**config.mk**
```make
export PLATFORM = sky130hd
export DESIGN_NAME = hsv_color_tracker
export DESIGN_NICKNAME = d
export VERILOG_FILES = /design/src/rtl/hsv_color_tracker_pkg.sv /design/src/rtl/hsv_color_tracker_seq_divider.sv /design/src/rtl/hsv_color_tracker.sv
export SDC_FILE = /design/constraint.sdc
export NUM_CORES = 1
export LEC_CHECK = 0
export ABC_AREA = 1
export ABC_CLOCK_PERIOD_IN_PS = 3300
export BUFFER_PORTS_ARGS = -buffer_cell sky130_fd_sc_hd__buf_4
export CAP_MARGIN = 20
export CORE_ASPECT_RATIO = 2
export CORE_MARGIN = 2
export CORE_UTILIZATION = 35
export DETAILED_ROUTE_END_ITERATION = 6
export GPL_ROUTABILITY_DRIVEN = 0
export GPL_TIMING_DRIVEN = 0
export SLEW_MARGIN = 30
export SYNTH_ARGS = -nofsm -noshare
export SYNTH_HDL_FRONTEND = slang
export SYNTH_SLANG_ARGS = --single-unit
```
**constraint.sdc**
```tcl
create_clock -name clk -period 3.3 [get_ports clk]
set_input_delay 0.495 -clock clk [delete_from_list [all_inputs] [get_ports clk]]
set_output_delay 0.495 -clock clk [all_outputs]
set_load 0.03 [all_outputs]
```
**src/rtl/hsv_color_tracker_pkg.sv**
```systemverilog
// Shared constants for the HSV colour tracker: pixel component ranges and
// centroid-divider FSM state encodings.
package hsv_color_tracker_pkg;

    localparam int HUE_MAX = 359;
    localparam int S_FULL  = 256;
    localparam int HUE_W   = $clog2(HUE_MAX + 1);
    localparam int SAT_W   = $clog2(S_FULL + 1);

    localparam logic [1:0] DIV_IDLE = 2'd0;
    localparam logic [1:0] DIV_X    = 2'd1;
    localparam logic [1:0] DIV_Y    = 2'd2;
    localparam logic [1:0] DIV_DONE = 2'd3;

    // Hue window test; lo > hi means the window wraps through 0 (red).
    function automatic logic hue_in_window(input logic [HUE_W-1:0] h,
                                           input logic [HUE_W-1:0] lo,
                                           input logic [HUE_W-1:0] hi);
        if (lo <= hi) return (h >= lo) && (h <= hi);
        else          return (h >= lo) || (h <= hi);
    endfunction

endpackage

```
**src/rtl/hsv_color_tracker_seq_divider.sv**
```systemverilog
// Restoring unsigned divider, one quotient bit per clock (W clocks per divide).
// Handshake: start is a 1-clk strobe that captures dividend/divisor; busy is
// high while iterating; done is a 1-clk strobe with quotient valid on the same
// clk. start has priority over abort; abort drops busy and suppresses done.
module hsv_color_tracker_seq_divider #(
    parameter int W  = 33,
    parameter int DW = 22,
    parameter int QW = 11
) (
    input  logic          clk,
    input  logic          reset_n,
    input  logic          start,
    input  logic          abort,
    input  logic [W-1:0]  dividend,
    input  logic [DW-1:0] divisor,
    output logic          busy,
    output logic          done,
    output logic [QW-1:0] quotient
);

    localparam int CW = $clog2(W);

    logic [W-1:0]  quo_q, quo_d;
    logic [DW-1:0] rem_q, rem_d;
    logic [DW-1:0] div_q, div_d;
    logic [CW-1:0] cnt_q, cnt_d;
    logic          busy_q, busy_d;
    logic          done_q, done_d;
    logic [DW:0]   trial;
    logic [DW:0]   diff;

    // One restoring step per clock; diff[DW] is the borrow (trial < divisor).
    always_comb begin
        trial  = {rem_q, quo_q[W-1]};
        diff   = trial - {1'b0, div_q};
        quo_d  = quo_q;
        rem_d  = rem_q;
        div_d  = div_q;
        cnt_d  = cnt_q;
        busy_d = busy_q;
        done_d = 1'b0;
        if (start) begin
            quo_d  = dividend;
            rem_d  = '0;
            div_d  = divisor;
            cnt_d  = '0;
            busy_d = 1'b1;
        end else if (abort) begin
            busy_d = 1'b0;
        end else if (busy_q) begin
            quo_d = {quo_q[W-2:0], ~diff[DW]};
            rem_d = diff[DW] ? trial[DW-1:0] : diff[DW-1:0];
            cnt_d = cnt_q + CW'(1);
            if (cnt_q == CW'(W - 1)) begin
                busy_d = 1'b0;
                done_d = 1'b1;
            end
        end
    end

    // Divider state registers.
    always_ff @(posedge clk or negedge reset_n) begin
        if (!reset_n) begin
            quo_q  <= '0;
            rem_q  <= '0;
            div_q  <= '0;
            cnt_q  <= '0;
            busy_q <= 1'b0;
            done_q <= 1'b0;
        end else begin
            quo_q  <= quo_d;
            rem_q  <= rem_d;
            div_q  <= div_d;
            cnt_q  <= cnt_d;
            busy_q <= busy_d;
            done_q <= done_d;
        end
    end

    assign busy     = busy_q;
    assign done     = done_q;
    assign quotient = quo_q[QW-1:0];

endmodule

```
**src/rtl/hsv_color_tracker.sv**
```systemverilog
// HSV window classifier with registered mask stream, per-frame bounding box,
// pixel count and coordinate sums, and a sequential centroid computation.
module hsv_color_tracker
    import hsv_color_tracker_pkg::*;
#(
    parameter int   X_W     = 11,
    parameter int   Y_W     = 11,
    parameter int   CNT_W   = 22,
    parameter int   SUM_W   = 33,
    parameter int   MIN_PIX = 64,
    parameter logic VS_POL  = 1'b1
) (
    input  logic             clk,
    input  logic             reset_n,
    input  logic [HUE_W-1:0] hsv_h,
    input  logic [SAT_W-1:0] hsv_s,
    input  logic [7:0]       hsv_v,
    input  logic             hsv_vs,
    input  logic             hsv_hs,
    input  logic             hsv_de,
    input  logic             hsv_valid,
    input  logic [HUE_W-1:0] h_min,
    input  logic [HUE_W-1:0] h_max,
    input  logic [SAT_W-1:0] s_min,
    input  logic [7:0]       v_min,
    output logic             mask,
    output logic             mask_vs,
    output logic             mask_hs,
    output logic             mask_de,
    output logic             mask_valid,
    output logic             obj_found,
    output logic [X_W-1:0]   bbox_x0,
    output logic [X_W-1:0]   bbox_x1,
    output logic [Y_W-1:0]   bbox_y0,
    output logic [Y_W-1:0]   bbox_y1,
    output logic [CNT_W-1:0] pix_count,
    output logic [X_W-1:0]   cen_x,
    output logic [Y_W-1:0]   cen_y,
    output logic             frame_done,
    output logic             result_valid,
    output logic [1:0]       dbg_div_state
);

    localparam int QW = (X_W > Y_W) ? X_W : Y_W;

    logic             vs_act_q;
    logic [HUE_W-1:0] h_min_q, h_max_q, h_min_e, h_max_e;
    logic [SAT_W-1:0] s_min_q, s_min_e;
    logic [7:0]       v_min_q, v_min_e;
    logic             mask_q, mask_vs_q, mask_hs_q, mask_de_q, mask_valid_q;
    logic [X_W-1:0]   x_q, x_d;
    logic [Y_W-1:0]   y_q, y_d;
    logic [CNT_W-1:0] cnt_q, cnt_d, cnt_base;
    logic [SUM_W-1:0] sum_x_q, sum_x_d, sum_x_base;
    logic [SUM_W-1:0] sum_y_q, sum_y_d, sum_y_base;
    logic [SUM_W:0]   sx_ext, sy_ext;
    logic [X_W-1:0]   bx0_q, bx0_d, bx0_base, bx1_q, bx1_d, bx1_base;
    logic [Y_W-1:0]   by0_q, by0_d, by0_base, by1_q, by1_d, by1_base;
    logic [CNT_W-1:0] pix_count_q;
    logic             obj_found_q, frame_done_q, result_valid_q, result_valid_d;
    logic [X_W-1:0]   bbox_x0_q, bbox_x1_q, qx_q, qx_d, cen_x_q, cen_x_d;
    logic [Y_W-1:0]   bbox_y0_q, bbox_y1_q, qy_q, qy_d, cen_y_q, cen_y_d;
    logic [SUM_W-1:0] sum_y_lat_q;
    logic [1:0]       state_q, state_d;
    logic             frame_start, de_fall, hit;
    logic             div_start, div_abort, div_busy, div_done;
    logic [SUM_W-1:0] div_dividend;
    logic [CNT_W-1:0] div_divisor;
    logic [QW-1:0]    div_quot;

    // Frame edge detect and classification; a frame-start clk already uses the new thresholds.
    always_comb begin
        frame_start = (hsv_vs == VS_POL) && !vs_act_q;
        de_fall     = mask_de_q && !hsv_de;
        h_min_e     = frame_start ? h_min : h_min_q;
        h_max_e     = frame_start ? h_max : h_max_q;
        s_min_e     = frame_start ? s_min : s_min_q;
        v_min_e     = frame_start ? v_min : v_min_q;
        hit         = hue_in_window(hsv_h, h_min_e, h_max_e) && (hsv_s >= s_min_e) &&
                      (hsv_v >= v_min_e) && hsv_de && hsv_valid;
    end

    // Pixel column/row counters.
    always_comb begin
        x_d = x_q;
        y_d = y_q;
        if (!hsv_de)                         x_d = '0;
        else if (hsv_valid && (x_q != '1))   x_d = x_q + X_W'(1);
        if (frame_start)                     y_d = '0;
        else if (de_fall && (y_q != '1))     y_d = y_q + Y_W'(1);
    end

    // Saturating accumulators; a hit on the frame-start clk seeds the new frame.
    always_comb begin
        cnt_base   = frame_start ? '0 : cnt_q;
        sum_x_base = frame_start ? '0 : sum_x_q;
        sum_y_base = frame_start ? '0 : sum_y_q;
        bx0_base   = frame_start ? '1 : bx0_q;
        bx1_base   = frame_start ? '0 : bx1_q;
        by0_base   = frame_start ? '1 : by0_q;
        by1_base   = frame_start ? '0 : by1_q;
        sx_ext     = {1'b0, sum_x_base} + {{(SUM_W + 1 - X_W){1'b0}}, x_q};
        sy_ext     = {1'b0, sum_y_base} + {{(SUM_W + 1 - Y_W){1'b0}}, y_q};
        cnt_d      = cnt_base;
        sum_x_d    = sum_x_base;
        sum_y_d    = sum_y_base;
        bx0_d      = bx0_base;
        bx1_d      = bx1_base;
        by0_d      = by0_base;
        by1_d      = by1_base;
        if (hit) begin
            cnt_d   = (cnt_base == '1) ? cnt_base : cnt_base + CNT_W'(1);
            sum_x_d = sx_ext[SUM_W] ? '1 : sx_ext[SUM_W-1:0];
            sum_y_d = sy_ext[SUM_W] ? '1 : sy_ext[SUM_W-1:0];
            bx0_d   = (x_q < bx0_base) ? x_q : bx0_base;
            bx1_d   = (x_q > bx1_base) ? x_q : bx1_base;
            by0_d   = (y_q < by0_base) ? y_q : by0_base;
            by1_d   = (y_q > by1_base) ? y_q : by1_base;
        end
    end

    // Centroid FSM: a new frame always restarts the divide, so stale results never publish.
    always_comb begin
        state_d        = state_q;
        div_start      = 1'b0;
        div_abort      = 1'b0;
        div_dividend   = sum_x_q;
        div_divisor    = cnt_q;
        qx_d           = qx_q;
        qy_d           = qy_q;
        cen_x_d        = cen_x_q;
        cen_y_d        = cen_y_q;
        result_valid_d = 1'b0;
        if (frame_start) begin
            if (cnt_q != '0) begin
                div_start = 1'b1;
                state_d   = DIV_X;
            end else begin
                div_abort = 1'b1;
                qx_d      = '0;
                qy_d      = '0;
                state_d   = DIV_DONE;
            end
        end else begin
            case (state_q)
                DIV_X: begin
                    if (div_done) begin
                        qx_d         = div_quot[X_W-1:0];
                        div_start    = 1'b1;
                        div_dividend = sum_y_lat_q;
                        div_divisor  = pix_count_q;
                        state_d      = DIV_Y;
                    end else if (!div_busy) begin
                        state_d = DIV_IDLE;
                    end
                end
                DIV_Y: begin
                    if (div_done) begin
                        qy_d    = div_quot[Y_W-1:0];
                        state_d = DIV_DONE;
                    end else if (!div_busy) begin
                        state_d = DIV_IDLE;
                    end
                end
                DIV_DONE: begin
                    cen_x_d        = qx_q;
                    cen_y_d        = qy_q;
                    result_valid_d = 1'b1;
                    state_d        = DIV_IDLE;
                end
                default: state_d = DIV_IDLE;
            endcase
        end
    end

    hsv_color_tracker_seq_divider #(
        .W  (SUM_W),
        .DW (CNT_W),
        .QW (QW)
    ) u_div (
        .clk      (clk),
        .reset_n  (reset_n),
        .start    (div_start),
        .abort    (div_abort),
        .dividend (div_dividend),
        .divisor  (div_divisor),
        .busy     (div_busy),
        .done     (div_done),
        .quotient (div_quot)
    );

    // All state registers; frame-boundary latch happens on the frame-start clk.
    always_ff @(posedge clk or negedge reset_n) begin
        if (!reset_n) begin
            vs_act_q       <= 1'b0;
            h_min_q        <= '0;
            h_max_q        <= '0;
            s_min_q        <= '0;
            v_min_q        <= '0;
            mask_q         <= 1'b0;
            mask_vs_q      <= 1'b0;
            mask_hs_q      <= 1'b0;
            mask_de_q      <= 1'b0;
            mask_valid_q   <= 1'b0;
            x_q            <= '0;
            y_q            <= '0;
            cnt_q          <= '0;
            sum_x_q        <= '0;
            sum_y_q        <= '0;
            bx0_q          <= '0;
            bx1_q          <= '0;
            by0_q          <= '0;
            by1_q          <= '0;
            pix_count_q    <= '0;
            obj_found_q    <= 1'b0;
            bbox_x0_q      <= '0;
            bbox_x1_q      <= '0;
            bbox_y0_q      <= '0;
            bbox_y1_q      <= '0;
            sum_y_lat_q    <= '0;
            frame_done_q   <= 1'b0;
            state_q        <= DIV_IDLE;
            qx_q           <= '0;
            qy_q           <= '0;
            cen_x_q        <= '0;
            cen_y_q        <= '0;
            result_valid_q <= 1'b0;
        end else begin
            vs_act_q       <= (hsv_vs == VS_POL);
            h_min_q        <= h_min_e;
            h_max_q        <= h_max_e;
            s_min_q        <= s_min_e;
            v_min_q        <= v_min_e;
            mask_q         <= hit;
            mask_vs_q      <= hsv_vs;
            mask_hs_q      <= hsv_hs;
            mask_de_q      <= hsv_de;
            mask_valid_q   <= hsv_valid;
            x_q            <= x_d;
            y_q            <= y_d;
            cnt_q          <= cnt_d;
            sum_x_q        <= sum_x_d;
            sum_y_q        <= sum_y_d;
            bx0_q          <= bx0_d;
            bx1_q          <= bx1_d;
            by0_q          <= by0_d;
            by1_q          <= by1_d;
            frame_done_q   <= frame_start;
            if (frame_start) begin
                pix_count_q <= cnt_q;
                obj_found_q <= (cnt_q >= CNT_W'(MIN_PIX));
                bbox_x0_q   <= (cnt_q == '0) ? '0 : bx0_q;
                bbox_x1_q   <= (cnt_q == '0) ? '0 : bx1_q;
                bbox_y0_q   <= (cnt_q == '0) ? '0 : by0_q;
                bbox_y1_q   <= (cnt_q == '0) ? '0 : by1_q;
                sum_y_lat_q <= sum_y_q;
            end
            state_q        <= state_d;
            qx_q           <= qx_d;
            qy_q           <= qy_d;
            cen_x_q        <= cen_x_d;
            cen_y_q        <= cen_y_d;
            result_valid_q <= result_valid_d;
        end
    end

    assign mask          = mask_q;
    assign mask_vs       = mask_vs_q;
    assign mask_hs       = mask_hs_q;
    assign mask_de       = mask_de_q;
    assign mask_valid    = mask_valid_q;
    assign obj_found     = obj_found_q;
    assign bbox_x0       = bbox_x0_q;
    assign bbox_x1       = bbox_x1_q;
    assign bbox_y0       = bbox_y0_q;
    assign bbox_y1       = bbox_y1_q;
    assign pix_count     = pix_count_q;
    assign cen_x         = cen_x_q;
    assign cen_y         = cen_y_q;
    assign frame_done    = frame_done_q;
    assign result_valid  = result_valid_q;
    assign dbg_div_state = state_q;

endmodule

```
Word level (Yosys, flattened, before mapping)
Cells that the tools add are included.

word-level totals
  logic and storage cells = 168
  input bits = 67
  output and inout bits = 98
  register bits = 427

operators by class
  eq/ne operators = 10
  reduce and logical (&&, ||, !) cells = 23
  add/subtract/negate cells = 7
  bitwise operators = 2
  muxes and demuxes = 78
  $lt $le $gt $ge = 10

operators with widths
  cell                                                                                  count
  33-bit 2-to-1 mux                                                                     12
  11-bit 2-to-1 mux                                                                     26
  22-bit 2-to-1 mux                                                                     10
  33-bit by 11-bit adder with 34-bit output                                             2
  9-bit 2-to-1 mux                                                                      3
  23-bit by 22-bit subtractor with 23-bit output                                        1
  11-bit by 1-bit adder with 11-bit output, second input constant                       2
  22-bit by 1-bit adder with 22-bit output, second input constant                       1
  22-bit == test, second input constant                                                 1
  22-bit by 7-bit greater-or-equal comparator with 1-bit output, second input constant  1
  11-bit greater-than comparator                                                        2
  22-bit zero test                                                                      1
  11-bit < comparator                                                                   2
  11-bit inequality test, second input constant                                         2
  22-bit nonzero test                                                                   1
  9-bit greater-or-equal comparator                                                     2
  9-bit <= comparator                                                                   2
  6-bit 2-to-1 mux                                                                      3
  1-bit 2-to-1 mux                                                                      17
  2-bit 2-to-1 mux                                                                      5
  2-bit nonzero test                                                                    5
  1-bit logical AND                                                                     9
  8-bit greater-or-equal comparator                                                     1
  8-bit 2-to-1 mux                                                                      1
  12 further kinds                                                                      18

Logic depth before layout (Yosys ltp)
Gate-level depths: netlist (run 1).

  word-level depth = 11
  gate-level depth with buffers = 28
  depth with buffers taken out = 21

Hierarchy
Synthesis (run 1) repeated with hierarchy kept, for this count alone.

second synthesis, totals
  cell total of the unflattened synthesis = 3672
  area total of the unflattened synthesis = 26601.8 µm²

modules (own cells, without submodules)
  module                         cells an instance  area an instance (µm²)  sequential area each (µm²)  instances
  hsv_color_tracker              2903               21142.8                 8558.2                      1
  hsv_color_tracker_seq_divider  769                5459.0                  2127.0                      1

Least setup slack after synthesis (run 1)
No wires, ideal clock.

  kind = input to register
  start point = in hsv_vs
  end point = reg sum_x_q[17]
  path slack = -0.527 ns
  library setup time = 0.066 ns
  data required time = 3.234 ns
  cell stages on the path = 21
  arrival time = 3.762 ns
  cells stage by stage = buf_4 > inv_2 > nor2_2 > buf_6 > buf_2 > buf_2 > buf_2 > buf_1 > nor2_1 > ha_1 > nand2_1 > nor2_1 > nor3b_1 > nand2_1 > nand2_1 > nand2_1 > nor2_2 > nand4_2 > nand3_1 > nand4_1 > nand2_1

between the ends
  longest elaborated chain between the ends = 10

ends and longest elaborated chain
  what                                                                                               line                      text
  start, declared                                                                                    hsv_color_tracker.sv:18   input logic hsv_vs,
  1-bit logical AND *                                                                                hsv_color_tracker.sv:73   frame_start = (hsv_vs == VS_POL) && !vs_act_q;
  parallel branches: the longest is 8 deep, another holds 33-bit by 11-bit adder with 34-bit output  n/a
  33-bit 2-to-1 mux *                                                                                hsv_color_tracker.sv:111  if (hit) begin
  via sum_x_d[17]                                                                                    hsv_color_tracker.sv:54   logic [SUM_W-1:0] sum_x_q, sum_x_d, sum_x_base;
  end signal, assigned                                                                               hsv_color_tracker.sv:242  sum_x_q <= sum_x_d;
  end, declared                                                                                      hsv_color_tracker.sv:54

Mark *: on every way through the listed nets, which the timed path passes.
A chain may end at the register's enable or synchronous reset.

==> results of run 1 <==
## worst reg2reg max path: stages, from the launching register on
cell and delay, ps:
dfrtp_2 450, inv_4 70, nand2_4 60, buf_12 130, buf_12 120, buf_16 140
clkbuf_16 160, o21ai_4 150, inv_1 90, ha_4 280, nand2_1 70, nor2_2 130
nand3b_1 90, nand4_1 150, nand2_2 110, o21bai_4 220, nor2_4 180, buf_12 190
buf_8 140, nand4_1 190, nand2_1 140
## routing by layer
metal	wire (um)	up-vias	part of all wire, %	track usage, %
li1	-	12123	-	-
met5	0	-	0	0
met2	50320	944	52	46.91
met1	32790	12047	34	24.55
met4	9157	0	9.4	18.77
met3	4789	432	4.9	3.696
## final cells by class
class,instances,area (um2)
inverter,446,1677
sequential,427,10690
clock inverter,24,300.3
buffer,157,1250
fill,7402,40460
multi-input combinational,2463,13610
clock buffer,57,1254
timing repair buffer,269,2476
tap,923,1155
## what timing repair did
action / 4_1_cts / 5_1_grt
hold buffers: 4 / 0
gates cloned: 3 / 13
buffers inserted: 57 / 25
endpoints found under the setup margin: 202 / 168
pin swaps: 28 / 48
hold endpoints to repair: 58 / 0
gates resized for setup: 201 / 207
## state kept, by name (all words and copies together) (netlist names), 22 cells and up
signal and flops:
u_div.rem_q 22, cnt_q 22, u_div.div_q 22, sum_x_q 33, sum_y_q 33, sum_y_lat_q 33, pix_count 22, u_div.quo_q 33
## kinds of logic after synthesis
kind of cell | count (synthesis) | synth area share (%)
AO/OA/AOI/OAI | 529 | 11.69
XOR/XNOR | 51 | 1.732
adder cells (fa/ha/maj) | 134 | 6.589
buffers and inverters | 607 | 9.272
flip-flops | 427 | 41.43
AND/OR/NAND/NOR | 1748 | 29.29
## cell usage after synthesis, types with 24 or more instances
cell type / number / area, um2
nand2_1: 1002 / 3761
inv_1: 434 / 1629
dfrtp_1: 427 / 10690
o21ai_0: 291 / 1456
nor2_1: 250 / 938.4
nand3_1: 206 / 1031
nand4_1: 163 / 1020
ha_1: 131 / 1639
a21oi_1: 98 / 490.5
clkbuf_1: 90 / 337.8
nor3_1: 42 / 210.2
buf_2: 36 / 180.2
or2_2: 36 / 225.2
o211ai_1: 34 / 255.2
xnor2_1: 27 / 236.5
xor2_1: 24 / 210.2
## metrics by stage
step / total power, mW / utilization, % / TNS (ps)
floorplan: 9.923 / - / 0
global placement: 11.67 / 38.78 / -1529620
detailed placement: 11.75 / 38.99 / -298370
CTS: 17.57 / 42.93 / 0
global route: 18.70 / 44.47 / -5639
finish: 17.71 / 44.47 / -32.01
## worst max-delay path by stage
stage                            from                           to  cells after the start
CTS                 mask_vs$_DFF_PN0_  u_div.quo_q[16]$_DFFE_PN0P_                      9
detailed placement             hsv_vs           by0_q[0]$_DFF_PN0_                     21
global placement              reset_n            mask_vs$_DFF_PN0_                      1
finish              mask_vs$_DFF_PN0_         sum_y_q[3]$_DFF_PN0_                     20
global route        mask_vs$_DFF_PN0_         sum_y_q[0]$_DFF_PN0_                     26
floorplan                      hsv_vs          cnt_q[12]$_DFF_PN0_                     23
## cell usage in the layout (no fill, tap or decap), drive strengths merged, types with 131 or more instances in the layout
| cell type | synthesis | layout |
|---|---|---|
| buf | 71 | 322 |
| clkbuf | 90 | 157 |
| dfrtp | 427 | 427 |
| ha | 131 | 131 |
| inv | 445 | 448 |
| nand2 | 1004 | 1004 |
| nand3 | 206 | 206 |
| nand4 | 165 | 166 |
| nor2 | 259 | 259 |
| o21ai | 295 | 295 |
## power by group through the flow
stage	clock network, mW	registers, mW	logic, mW
2_1_floorplan	0	6.43	3.50
3_3_place_gp	0	6.28	5.39
3_5_place_dp	0	6.28	5.47
4_1_cts	5.65	6.20	5.73
5_1_grt	5.85	6.27	6.59
6_report	5.55	6.20	5.96
==> impl_metrics.yaml, run 1 <==
sta:
  min_period_over_period_pct: 101.0
  worst_slack_ps: -32.01
  hold_viol_final: 0
  maxSlewViolCount: 0
  slew_headroom_pct: 25.18
  rsz0062_at_grt: "yes"
  fin_crit_ps: 3332
  finalClockSkew_ps: 33.06
  tightestPinTransition_ps: 1122
  max_freq_mhz: 300.1
  hold_ws_ps: 60.59
  setup_violations: 1
synthesis:
  yosys.cell_types.count: 51
  syn_nets: 3697
  ys_ff_latch: 427
  synth_area_um2: 25790
  synthFlopType: "dfrtp_1"
  postSynthCellCount: 3496
  yosysWarnings: 0
  ys_async_sr_fraction_pct: 100.0
  synth_area_per_cell_um2: 7.377
  synth_edf_count: 0
  yosysSeqAreaShare_pct: 41.43
route:
  drt_iter0_markers: 1577
  vias: 25546
  drt-total-wl_um: 97060
  drt_pass1_iterations: 5
  wire_per_inst_um: 20.37
  antenna_left: 0
  viasPerCell: 5.360
  drc_errors: 0
cts:
  numClockSinks: 427
  numCtsBuffers: 45
  root_buffer: "clkbuf_16"
  cts_tree: "built"
  clkSlewWorstSetupHoldPaths_ps: 70
  worstSkewPairLatency_ps: 620
  clock_path_buffers: 3
  htree_levels: 2
critical_path:
  path_max_fanout: 7
  rr_worst_depth: 20
  slowest_stage: "dfrtp_2"
  cp_common_cell: "buf_12"
  slowest_delay_ps: 450
  crit_type: "register to register"
  critPathCaptureType: "register"
  cp_top_family: "simple AND/OR/NAND/NOR gates"
  critPathBufInv: 8
  path_cells: "inv_4, nand2_4, buf_12, buf_12, buf_16, clkbuf_16, o21ai_4, inv_1, ha_4, nand2_1, nor2_2, nand3b_1, nand4_1, nand2_2, o21bai_4, nor2_4, buf_12, buf_8, nand4_1, nand2_1"
  reg2reg_to: "sum_y_q[3]$_DFF_PN0_"
  cp_data_arrival_time_ps: 3860
  r2r-start: "mask_vs$_DFF_PN0_"
  required_ps: 3830
  critPathLaunchType: "register"
  rrSetupSlack_ps: -30
power:
  clkPwrFrac_pct: 31.3
  ir_drop_mv: 0.4608
  power_density_nw_per_um2: 546.4
  sw_frac_of_total_pct: 37.00
  p_comb_share_pct: 33.7
  power_switching_mw: 6.553
  p_int_mw: 11.16
  seq_power_share_pct: 35.0
  p_leak_nw: 15.90
hold_path:
  hold_path_class: "primary input to register"
  min_to: "mask_valid$_DFF_PN0_"
  hold_depth: 1
  hold_start: "hsv_valid"
die:
  start_util_pct: 35.39
  coreArea_um2: 72870
  dieArea_um2: 76000
  die_w_um: 195.9
  die_h_um: 387.9
  ioPinCount: 165
  rows: 140
placed_design:
  dpl.cell_count: 4588
  placed_cell_area_um2: 28410
  port_buffers: 164
  dpl_worst_slack_ps: -2176
  dp_hpwl_um: 72560
grt:
  grt_usage_pct: 25.03
  grt_pass1_wl_um: 146100
  overflow: 0
  antenna_found_initial: 0
  grt_max_degree: 85
  grt_pass1_vias: 25727
cells_and_area:
  syn2layout_area_growth_pct: 25.67
  finalNonFillerCells: 4766
  antenna-diode-count: 0
  fin_area_um2: 32410
  fin_nets: 4010
  drive_gt1_share_pct: 16.91
run_status:
  failed_checks: "setup timing"
  status: "finished with violations"
job:
  maxCapViolations: 0
Note: power is estimated with default switching activity, not from simulation.
==> inputs of run 2 (changes only) <==
Settings changed: CORE_ASPECT_RATIO 2 to not set, CORE_UTILIZATION 35 to 40, GPL_TIMING_DRIVEN 0 to not set.
==> run 2 against run 1 <==
  * The run now ends clean
  * Critical path depth fell by 6
  * Flip-flop and latch count did not move
  * Critical endpoint is now sum_y_q[18]$_DFF_PN0_
  * Sequential share of layout area rose by 1.7 points
  * Power fell by 1.2%
  * Cell area fell by 4.9%
  * Clock skew fell by 13 ps
==> impl_metrics.yaml, run 2 (same netlist as run 1, synthesis figures left out) <==
critical_path:
  crit_type: "register to register"
  slowest_delay_ps: 450
  required_ps: 3780
  slowest_stage: "dfrtp_2"
  critPathCaptureType: "register"
  rr_worst_depth: 14
  critPathBufInv: 3
  r2r-start: "mask_vs$_DFF_PN0_"
  path_cells: "nor2_4, buf_12, buf_4, nor2_1, ha_1, a21oi_1, buf_4, nor2_1, o21ai_0, nand2_1, nand3b_1, nand3_1, nand4_1, nand2_1"
  critPathLaunchType: "register"
  reg2reg_to: "sum_y_q[18]$_DFF_PN0_"
  path_max_fanout: 16
  rrSetupSlack_ps: 260
  cp_top_family: "simple AND/OR/NAND/NOR gates"
  cp_data_arrival_time_ps: 3520
sta:
  maxSlewViolCount: 0
  setup_violations: 0
  slew_headroom_pct: 36.59
  tightestPinTransition_ps: 951.1
  max_freq_mhz: 329.3
  rsz0062_at_grt: "no"
  min_period_over_period_pct: 92.04
  hold_viol_final: 0
  finalClockSkew_ps: 20.22
  hold_ws_ps: 165.4
  setup-tns-final_ps: 0
  fin_crit_ps: 3037
route:
  drt-total-wl_um: 74710
  antenna_left: 0
  top_layer: "met4"
  wl_met2_um: 33450
  drt_iter0_markers: 1783
  vias: 23789
  drc_errors: 0
  viasPerCell: 5.164
  wl_met1_um: 35940
  route.met3.wl_um: 3729
  wire_per_inst_um: 16.22
  drt_pass1_iterations: 6
grt:
  grt_usage_pct: 22.40
  grt_pass1_wl_um: 122300
  overflow: 0
  grt_max_degree: 89
  antenna_found_initial: 0
  grt_pass1_vias: 22667
hold_path:
  min_to: "mask_de$_DFF_PN0_"
  hold_depth: 1
  hold_path_class: "primary input to register"
  hold_start: "hsv_de"
cells_and_area:
  final_common_cell: "nand2_1"
  antenna-diode-count: 0
  drive_gt1_share_pct: 12.95
  fin_nets: 3916
  syn2layout_area_growth_pct: 19.48
  final_cell_mix: "nand2_1 (1000), inv_1 (433), dfrtp_1 (426)"
  fin_area_um2: 30810
die:
  rows: 93
  dieArea_um2: 66520
  start_util_pct: 40.22
  die_w_um: 257.9
  ioPinCount: 165
  coreArea_um2: 64120
  die_h_um: 257.9
cts:
  clock_path_buffers: 3
  numClockSinks: 427
  htree_levels: 2
  numCtsBuffers: 49
  worstSkewPairLatency_ps: 600
  root_buffer: "clkbuf_16"
  cts_tree: "built"
  clkSlewWorstSetupHoldPaths_ps: 60
placed_design:
  dp_hpwl_um: 54130
  placed_cell_area_um2: 29010
  port_buffers: 164
job:
  maxCapViolations: 0
power:
  power_density_nw_per_um2: 568.0
  ir_drop_mv: 0.4610
  p_leak_nw: 15.43
run_status:
  status: "completed"
[run 2: cell count changes in the layout (fill, tap and decap cells not counted), sizes merged]
cell and change:
clkinv +5, clkinvlp -4, dlygate4sd3 -2, clkbuf -95, inv -3, buf +5, nand4 -1, bufinv +4
[run 2: timing repair]
action,in CTS,in global routing
buffers inserted,0,1
endpoints found under the setup margin,0,132
hold buffers,2,0
gates resized for setup,0,5
endpoints found under the hold margin,77,0
[run 2: where the power goes]
part | total [mW] | switching [mW] | internal (mW)
Combinational | 5.31 | 3.35 | 1.96
Clock | 6.00 | 2.31 | 3.69
Sequential | 6.20 | 0.327 | 5.87
Total | 17.5 | 5.99 | 11.5
[run 2: per-stage QoR]
stage / utilization (%) / power, mW / setup slack (ps) / instances
3_5_place_dp: 45.24 / 11.57 / -11.55 / 4516
3_3_place_gp: 45.23 / 11.52 / -5.703 / 4516
4_1_cts: 48.02 / 17.66 / 33.55 / 4606
6_report: 48.06 / 17.50 / 262.8 / 4607
2_1_floorplan: - / 9.923 / 6.259 / 3496
5_1_grt: 48.06 / 18.63 / 3.998 / 4607
[run 2: per-layer routing]
layer  global-route usage (%)  up-vias
li1                         -    11909
met1                    32.56    11150
met2                    35.63      631
met3                    2.307       99
met4                    5.877        0
met5                        0        -
[run 2: worst reg2reg max path: cells and delay by family, from the launching register on]
kind / cells / cell delay, ps
compound gates: 2 / 580
fa+ha+maj: 1 / 340
buf+inv: 3 / 610
flops: 1 / 450
simple gates: 8 / 950
[run 2: worst max path at each step]
stage | slack (ps) | depth (start not counted) | startpoint | endpoint
after floorplan | 6 | 23 | hsv_vs | cnt_q[12]$_DFF_PN0_
after global placement | -6 | 14 | hsv_vs | bx1_q[10]$_DFF_PN0_
after detailed placement | -10 | 17 | hsv_vs | sum_y_q[15]$_DFF_PN0_
after CTS | 30 | 19 | mask_vs$_DFF_PN0_ | bx1_q[7]$_DFF_PN0_
after global routing | 4 | 17 | mask_vs$_DFF_PN0_ | sum_y_q[16]$_DFF_PN0_
final | 260 | 14 | mask_vs$_DFF_PN0_ | sum_y_q[18]$_DFF_PN0_
[run 2: cell type report]
class                           count  area, um2
Fill cell                        6308      33300
Multi-Input combinational cell   2462      12820
Sequential cell                   427      10690
Timing Repair Buffer              329       2799
Inverter                          446       1677
Clock buffer                       62       1356
Tap cell                          855       1070
Clock inverter                     26      404.1
